$ cat src/rtl/rv32i_seq_ctrl.sv
// Multi-cycle RV32I sequencer: owns the PC, fetches over imem, and strobes the datapath
// through EXEC/MEM/WB. Define PERF_CNT_EN to enable cycle_count/instret_count (tied to 0 otherwise).
module rv32i_seq_ctrl #(
   parameter logic [31:0] RESET_PC       = 32'h0000_0000,
   parameter int          TIMEOUT_CYCLES = 16
) (
   input  logic        clk,
   input  logic        reset,
   input  logic        run,
   output logic        imem_req,
   output logic [31:0] imem_addr,
   input  logic        imem_ack,
   input  logic [31:0] imem_rdata,
   output logic        dmem_req,
   output logic        dmem_we,
   input  logic        dmem_ack,
   input  logic        branch_taken,
   input  logic [31:0] branch_target,
   input  logic [31:0] jump_target,
   output logic [31:0] instr_q,
   output logic        alu_en,
   output logic        rf_we,
   output logic [31:0] pc,
   output logic [2:0]  state,
   output logic        retired,
   output logic        illegal,
   output logic        timeout,
   output logic [31:0] cycle_count,
   output logic [31:0] instret_count
);

   typedef enum logic [2:0] {
      S_IDLE   = 3'd0,
      S_FETCH  = 3'd1,
      S_DECODE = 3'd2,
      S_EXEC   = 3'd3,
      S_MEM    = 3'd4,
      S_WB     = 3'd5,
      S_TRAP   = 3'd6
   } state_t;

   localparam logic [6:0] OPC_LOAD   = 7'b0000011;
   localparam logic [6:0] OPC_STORE  = 7'b0100011;
   localparam logic [6:0] OPC_BRANCH = 7'b1100011;
   localparam logic [6:0] OPC_JAL    = 7'b1101111;
   localparam logic [6:0] OPC_JALR   = 7'b1100111;
   localparam logic [6:0] OPC_OPIMM  = 7'b0010011;
   localparam logic [6:0] OPC_OP     = 7'b0110011;
   localparam logic [6:0] OPC_LUI    = 7'b0110111;
   localparam logic [6:0] OPC_AUIPC  = 7'b0010111;

   // Count value seen on the last permitted wait cycle; no ack there means trap.
   localparam logic [7:0] WAIT_LAST = 8'(TIMEOUT_CYCLES - 1);

   state_t      state_q;
   logic [7:0]  wait_cnt;
   logic [6:0]  opc;
   logic        is_load, is_store, is_branch, is_jal, is_jalr, is_legal;
   logic [31:0] pc_plus4;
   logic [31:0] next_pc;
   logic        retire_now;

   assign state     = state_q;
   assign imem_addr = pc;
   assign opc       = instr_q[6:0];
   assign pc_plus4  = pc + 32'd4;

   assign is_load   = (opc == OPC_LOAD);
   assign is_store  = (opc == OPC_STORE);
   assign is_branch = (opc == OPC_BRANCH);
   assign is_jal    = (opc == OPC_JAL);
   assign is_jalr   = (opc == OPC_JALR);
   assign is_legal  = is_load | is_store | is_branch | is_jal | is_jalr |
                      (opc == OPC_OPIMM) | (opc == OPC_OP) |
                      (opc == OPC_LUI)   | (opc == OPC_AUIPC);

   // Retire points: branch in EXEC, acked store in MEM, every WB.
   always_comb begin
      retire_now = 1'b0;
      next_pc    = pc_plus4;
      case (state_q)
         S_EXEC: begin
            if (is_branch) begin
               retire_now = 1'b1;
               next_pc    = branch_taken ? branch_target : pc_plus4;
            end
         end
         S_MEM: begin
            if (dmem_ack && is_store) retire_now = 1'b1;
         end
         S_WB: begin
            retire_now = 1'b1;
            if (is_jal)       next_pc = jump_target;
            else if (is_jalr) next_pc = {jump_target[31:1], 1'b0};
         end
         default: ;
      endcase
   end

   always_ff @(posedge clk or posedge reset) begin
      if (reset) begin
         state_q  <= S_IDLE;
         pc       <= RESET_PC;
         instr_q  <= '0;
         imem_req <= 1'b0;
         dmem_req <= 1'b0;
         dmem_we  <= 1'b0;
         alu_en   <= 1'b0;
         rf_we    <= 1'b0;
         retired  <= 1'b0;
         illegal  <= 1'b0;
         timeout  <= 1'b0;
         wait_cnt <= '0;
      end else begin
         alu_en  <= 1'b0;
         rf_we   <= 1'b0;
         retired <= 1'b0;
         if (retire_now) begin
            dmem_req <= 1'b0;
            dmem_we  <= 1'b0;
            if (next_pc[1:0] != 2'b00) begin
               state_q <= S_TRAP;
               illegal <= 1'b1;
            end else begin
               pc      <= next_pc;
               retired <= 1'b1;
               if (run) begin
                  state_q  <= S_FETCH;
                  imem_req <= 1'b1;
                  wait_cnt <= '0;
               end else begin
                  state_q <= S_IDLE;
               end
            end
         end else begin
            case (state_q)
               S_IDLE: begin
                  if (run) begin
                     state_q  <= S_FETCH;
                     imem_req <= 1'b1;
                     wait_cnt <= '0;
                  end
               end
               S_FETCH: begin
                  if (imem_ack) begin
                     instr_q  <= imem_rdata;
                     imem_req <= 1'b0;
                     state_q  <= S_DECODE;
                  end else if (wait_cnt == WAIT_LAST) begin
                     imem_req <= 1'b0;
                     timeout  <= 1'b1;
                     state_q  <= S_TRAP;
                  end else begin
                     wait_cnt <= wait_cnt + 8'd1;
                  end
               end
               S_DECODE: begin
                  if (is_legal) begin
                     state_q <= S_EXEC;
                     alu_en  <= 1'b1;
                  end else begin
                     state_q <= S_TRAP;
                     illegal <= 1'b1;
                  end
               end
               S_EXEC: begin
                  if (is_load || is_store) begin
                     state_q  <= S_MEM;
                     dmem_req <= 1'b1;
                     dmem_we  <= is_store;
                     wait_cnt <= '0;
                  end else begin
                     state_q <= S_WB;
                     rf_we   <= 1'b1;
                  end
               end
               S_MEM: begin
                  // Only loads get here on ack; acked stores retire above.
                  if (dmem_ack) begin
                     dmem_req <= 1'b0;
                     dmem_we  <= 1'b0;
                     state_q  <= S_WB;
                     rf_we    <= 1'b1;
                  end else if (wait_cnt == WAIT_LAST) begin
                     dmem_req <= 1'b0;
                     dmem_we  <= 1'b0;
                     timeout  <= 1'b1;
                     state_q  <= S_TRAP;
                  end else begin
                     wait_cnt <= wait_cnt + 8'd1;
                  end
               end
               S_WB:   ;
               S_TRAP: ;
               default: begin
                  state_q  <= S_IDLE;
                  imem_req <= 1'b0;
                  dmem_req <= 1'b0;
                  dmem_we  <= 1'b0;
               end
            endcase
         end
      end
   end

`ifdef PERF_CNT_EN
   always_ff @(posedge clk or posedge reset) begin
      if (reset) begin
         cycle_count   <= '0;
         instret_count <= '0;
      end else begin
         if (state_q != S_IDLE && state_q != S_TRAP) cycle_count <= cycle_count + 32'd1;
         if (retired) instret_count <= instret_count + 32'd1;
      end
   end
`else
   assign cycle_count   = '0;
   assign instret_count = '0;
`endif

endmodule

$ cat config.mk
export PLATFORM = sky130hd
export DESIGN_NAME = rv32i_seq_ctrl
export DESIGN_NICKNAME = d
export VERILOG_FILES = /design/src/rtl/rv32i_seq_ctrl.sv
export SDC_FILE = /design/constraint.sdc
export NUM_CORES = 1
export LEC_CHECK = 0
export CAP_MARGIN = 20
export CORE_ASPECT_RATIO = 0.7
export CORE_UTILIZATION = 44
export DETAILED_ROUTE_END_ITERATION = 12
export HOLD_SLACK_MARGIN = 0.05
export PLACE_DENSITY = 0.88
export SYNTH_ARGS = -nofsm -noshare
export SYNTH_HDL_FRONTEND = slang
export SYNTH_SLANG_ARGS = --single-unit
export TNS_END_PERCENT = 10
$ cat constraint.sdc
create_clock -name clk -period 6.55 [get_ports clk]
set_clock_uncertainty 0.1 [all_clocks]
set_input_delay 0.655 -clock clk [delete_from_list [all_inputs] [get_ports clk]]
set_output_delay 0.655 -clock clk [all_outputs]
set_load 0.005 [all_outputs]
==> results by group <==
Logic synthesis
  • Flops & latches, synth: 83
  • Post-synth EDFFs: 0
  • Post-synthesis sequential area ratio: 39.0%
  • Post-Synthesis Cell Area: 5320 sq um
  • Syn. warnings: 0
  • Ys flop type: dfrtp_1
  • Yosys cell types: 63
  • Asr flop ratio synth: 100%
  • Syn Area/Cell: 9.17 sq um
  • Cells after synthesis: 580

STA
  • Slew margin rel.: 33.3%
  • Setup Total Neg Slack: 0 ns
  • Fin worst setup slack: 3.32 ns
  • Post-layout minimum cycle time: 3.23 ns
  • Hold Violations, Final: 0
  • RSZ-0062 raised after global routing: false
  • Worst-Margin Slew: 0.999 ns
  • Fin. max-slew vios: 0
  • Min Hold Slack: 0.388 ns
  • Tcrit/Tclk final: 49.2%
  • Max Freq: 0.310 GHz
  • # setup viols final: 0

Clock tree
  • CTS Sinks: 83
  • CTS hold repair buffers: 0
  • Clock Tree Root: clkbuf_16
  • Postcts setup bufs: 0
  • H-tree levels: 3
  • Post-cts resize count: 0
  • CTS buffer count: 9
  • Clock-pin slew on the worst setup and hold paths: 0.06 ns
  • CTS tree: built
  • Clk_lat worst skew: 0.34 ns
  • Clk buf depth: 2

Placement
  • Port bufs: 208
  • RD Place Congestion: 0.899
  • Instance area at placement: 7050 sq um
  • Place WS: 2.75 ns
  • Post-DP HPWL: 11,600 microns

Die
  • Core area: 11,700 sq um
  • FP Rows: 33
  • Full die area: 12,500 sq um
  • Die height: 94.0 microns
  • Die X: 133 microns
  • Initial Util: 45.4%
  • Ports: 273

Setup path
  • Endpoint class of the critical path: flop
  • Critical Path AT: 3.35 ns
  • Worst Reg-to-Reg Cells: 6
  • Crit start category: flop
  • Flop-to-flop setup slack: 3.32 ns
  • Critical path peak fanout: 40
  • Reg-to-Reg Start: state[2]
  • Worst EP required: 6.67 ns
  • Crit Path Class: flop to flop
  • Setup crit start: state[2]

Finish
  • # diodes: 0
  • FF/Latch Area: 2080 sq um
  • Fill count: 939
  • Share of layout cells above drive strength 1: 8.41%
  • Multi-input gate area: 2630 sq um
  • Synthesis-to-finish area growth: 39.1%
  • Nets: 848
  • Final Instance Area: 7400 sq um

Global routing
  • Vias in the first global route: 4,671
  • Pin count of the biggest net entering global routing: 64
  • First-pass GRT wire length: 24,400 microns
  • Initial antenna violation count: 0
  • Congestion Overflow GR: 0
  • GRT Total Usage: 24.9%

Power and ir drop
  • Net Sw Power: 260 uW
  • Sw Ratio: 21.7%
  • Lkg Pwr: 0.00302 uW
  • Gate power share: 10.2%
  • Power per cell area: 162 nW/um^2
  • Register share of total power: 44.4%
  • VDD IR-drop max: 0.174 mV
  • Share of power burned in the clock network: 45.4%
  • Internal: 938 uW

Worst hold path
  • Hold path cells: 1
  • HP Start: timeout
  • HP Class: flop to flop

Outcome
  • Outcome: complete, no violations

Detailed routing
  • Via count: 5,027
  • Iter 0 DRT Violations: 417
  • Via-to-Cell Ratio: 5.55
  • Antenna-violating nets left: 0
  • DRC Markers: 0
  • WL/cell: 17.3 microns
  • DR pass1 iterations: 5
  • Detailed-route wire length: 15,700 microns

Flow run
  • MaxCap Viol Count: 0
==> layout by cell type (no fill, tap or decap), types with 3 or more instances in the layout <==
cell / instances
nor3b_1: 3
and2_1: 7
nand4_1: 5
clkbuf_16: 9
o22a_1: 9
and3_1: 12
nand2b_1: 5
nand2_1: 28
o21bai_1: 3
a222oi_1: 6
nor2_1: 42
and4_1: 3
conb_1: 64
clkinv_2: 3
clkdlybuf4s50_1: 208
inv_1: 8
a221oi_1: 11
buf_4: 4
o22ai_1: 7
a22o_1: 8
nand3_1: 12
a31oi_1: 13
mux2_2: 32
o21ai_0: 14
or4_1: 3
a21oi_1: 15
a21o_1: 3
o21ai_1: 51
nor3_1: 16
nor4_1: 5
dfrtp_1: 83
or3_1: 3
a22oi_1: 6
==> cell usage after synthesis (12+ instances only) <==
master    count  area (sq um)
o21ai_1      51           255
nand2_1      28           105
nor2_1       42           158
dfrtp_1      83          2080
mux2_2       32           360
a31oi_1      13          81.3
nor3_1       17          85.1
nand3_1      12          60.1
buf_4        96           721
o21ai_0      14          70.1
a21oi_1      16          80.1
and3_1       12          75.1
clkbuf_1     19          71.3
==> critical path: stages, from the launching register on <==
cell and delay, ns:
dfrtp_1 0.77, nand2b_1 0.33, or3_1 0.48, a21oi_4 0.81, nor4_1 0.20, a221oi_1 0.31, o21ai_1 0.09
==> per-stage QoR <==
stage | utilization, % | total power, uW | cells
detailed placement | 60.1 | 662 | 888
global route | 63.1 | 1240 | 906
global placement | 60.1 | 660 | 888
finish | 63.1 | 1200 | 906
floorplan | - | 598 | 643
CTS | 62.8 | 1200 | 904
==> routing by layer <==
metal / part of all wire, % / track usage, % / up-vias
met5: 0 / 0 / -
met4: 1.4 / 7.10 / 0
met3: 8.2 / 5.83 / 24
met2: 47 / 39.3 / 273
met1: 43 / 34.0 / 2425
li1: - / - / 2305
==> logic make-up (layout without fill, tap and decap cells) <==
logic type	count (synthesis)	count (layout)	synth area share, %
AOI/OAI and AO/OA	164	164	20.2
xor gates and xnor gates	1	1	0.165
adders and majority gates	2	2	0.470
buffers and inverters	134	240	16.4
DFF	83	83	39.0
muxes	33	33	6.96
other	1	64	0.0705
and+or+nand+nor	162	162	16.7
==> sequential cells by signal, summed over array words and instances, names as in the netlist <==
signal	count
dmem_req	1
imem_req	1
wait_cnt	8
rf_we	1
instr_q	32
alu_en	1
illegal	1
state	3
timeout	1
dmem_we	1
retired	1
imem_addr	32
==> power groups by stage <==
| stage | registers, uW | logic [uW] | clock network, uW |
|---|---|---|---|
| floorplan | 540 | 58.2 | 0 |
| global placement | 541 | 120 | 0 |
| detailed placement | 541 | 121 | 0 |
| CTS | 532 | 122 | 551 |
| global route | 533 | 133 | 573 |
| finish | 532 | 122 | 544 |
==> final cells by class <==
cell class / count / area share (%)
Clock buffer: 10 / 3.09
Clock inverter: 6 / 1.18
Inverter: 10 / 0.524
Sequential cell: 83 / 28.1
Timing Repair Buffer: 214 / 29.0
Multi-Input combinational cell: 426 / 35.5
Tap cell: 157 / 2.65
==> final timing paths <==
check / end
worst max-delay path: imem_addr[8]
min in group asynchronous: imem_addr[2]
worst min-delay path: timeout
max in group asynchronous: imem_addr[26]
worst min register to register: timeout
worst max register to register: imem_addr[8]
No activity file was read; power rests on OpenSTA's default activity.
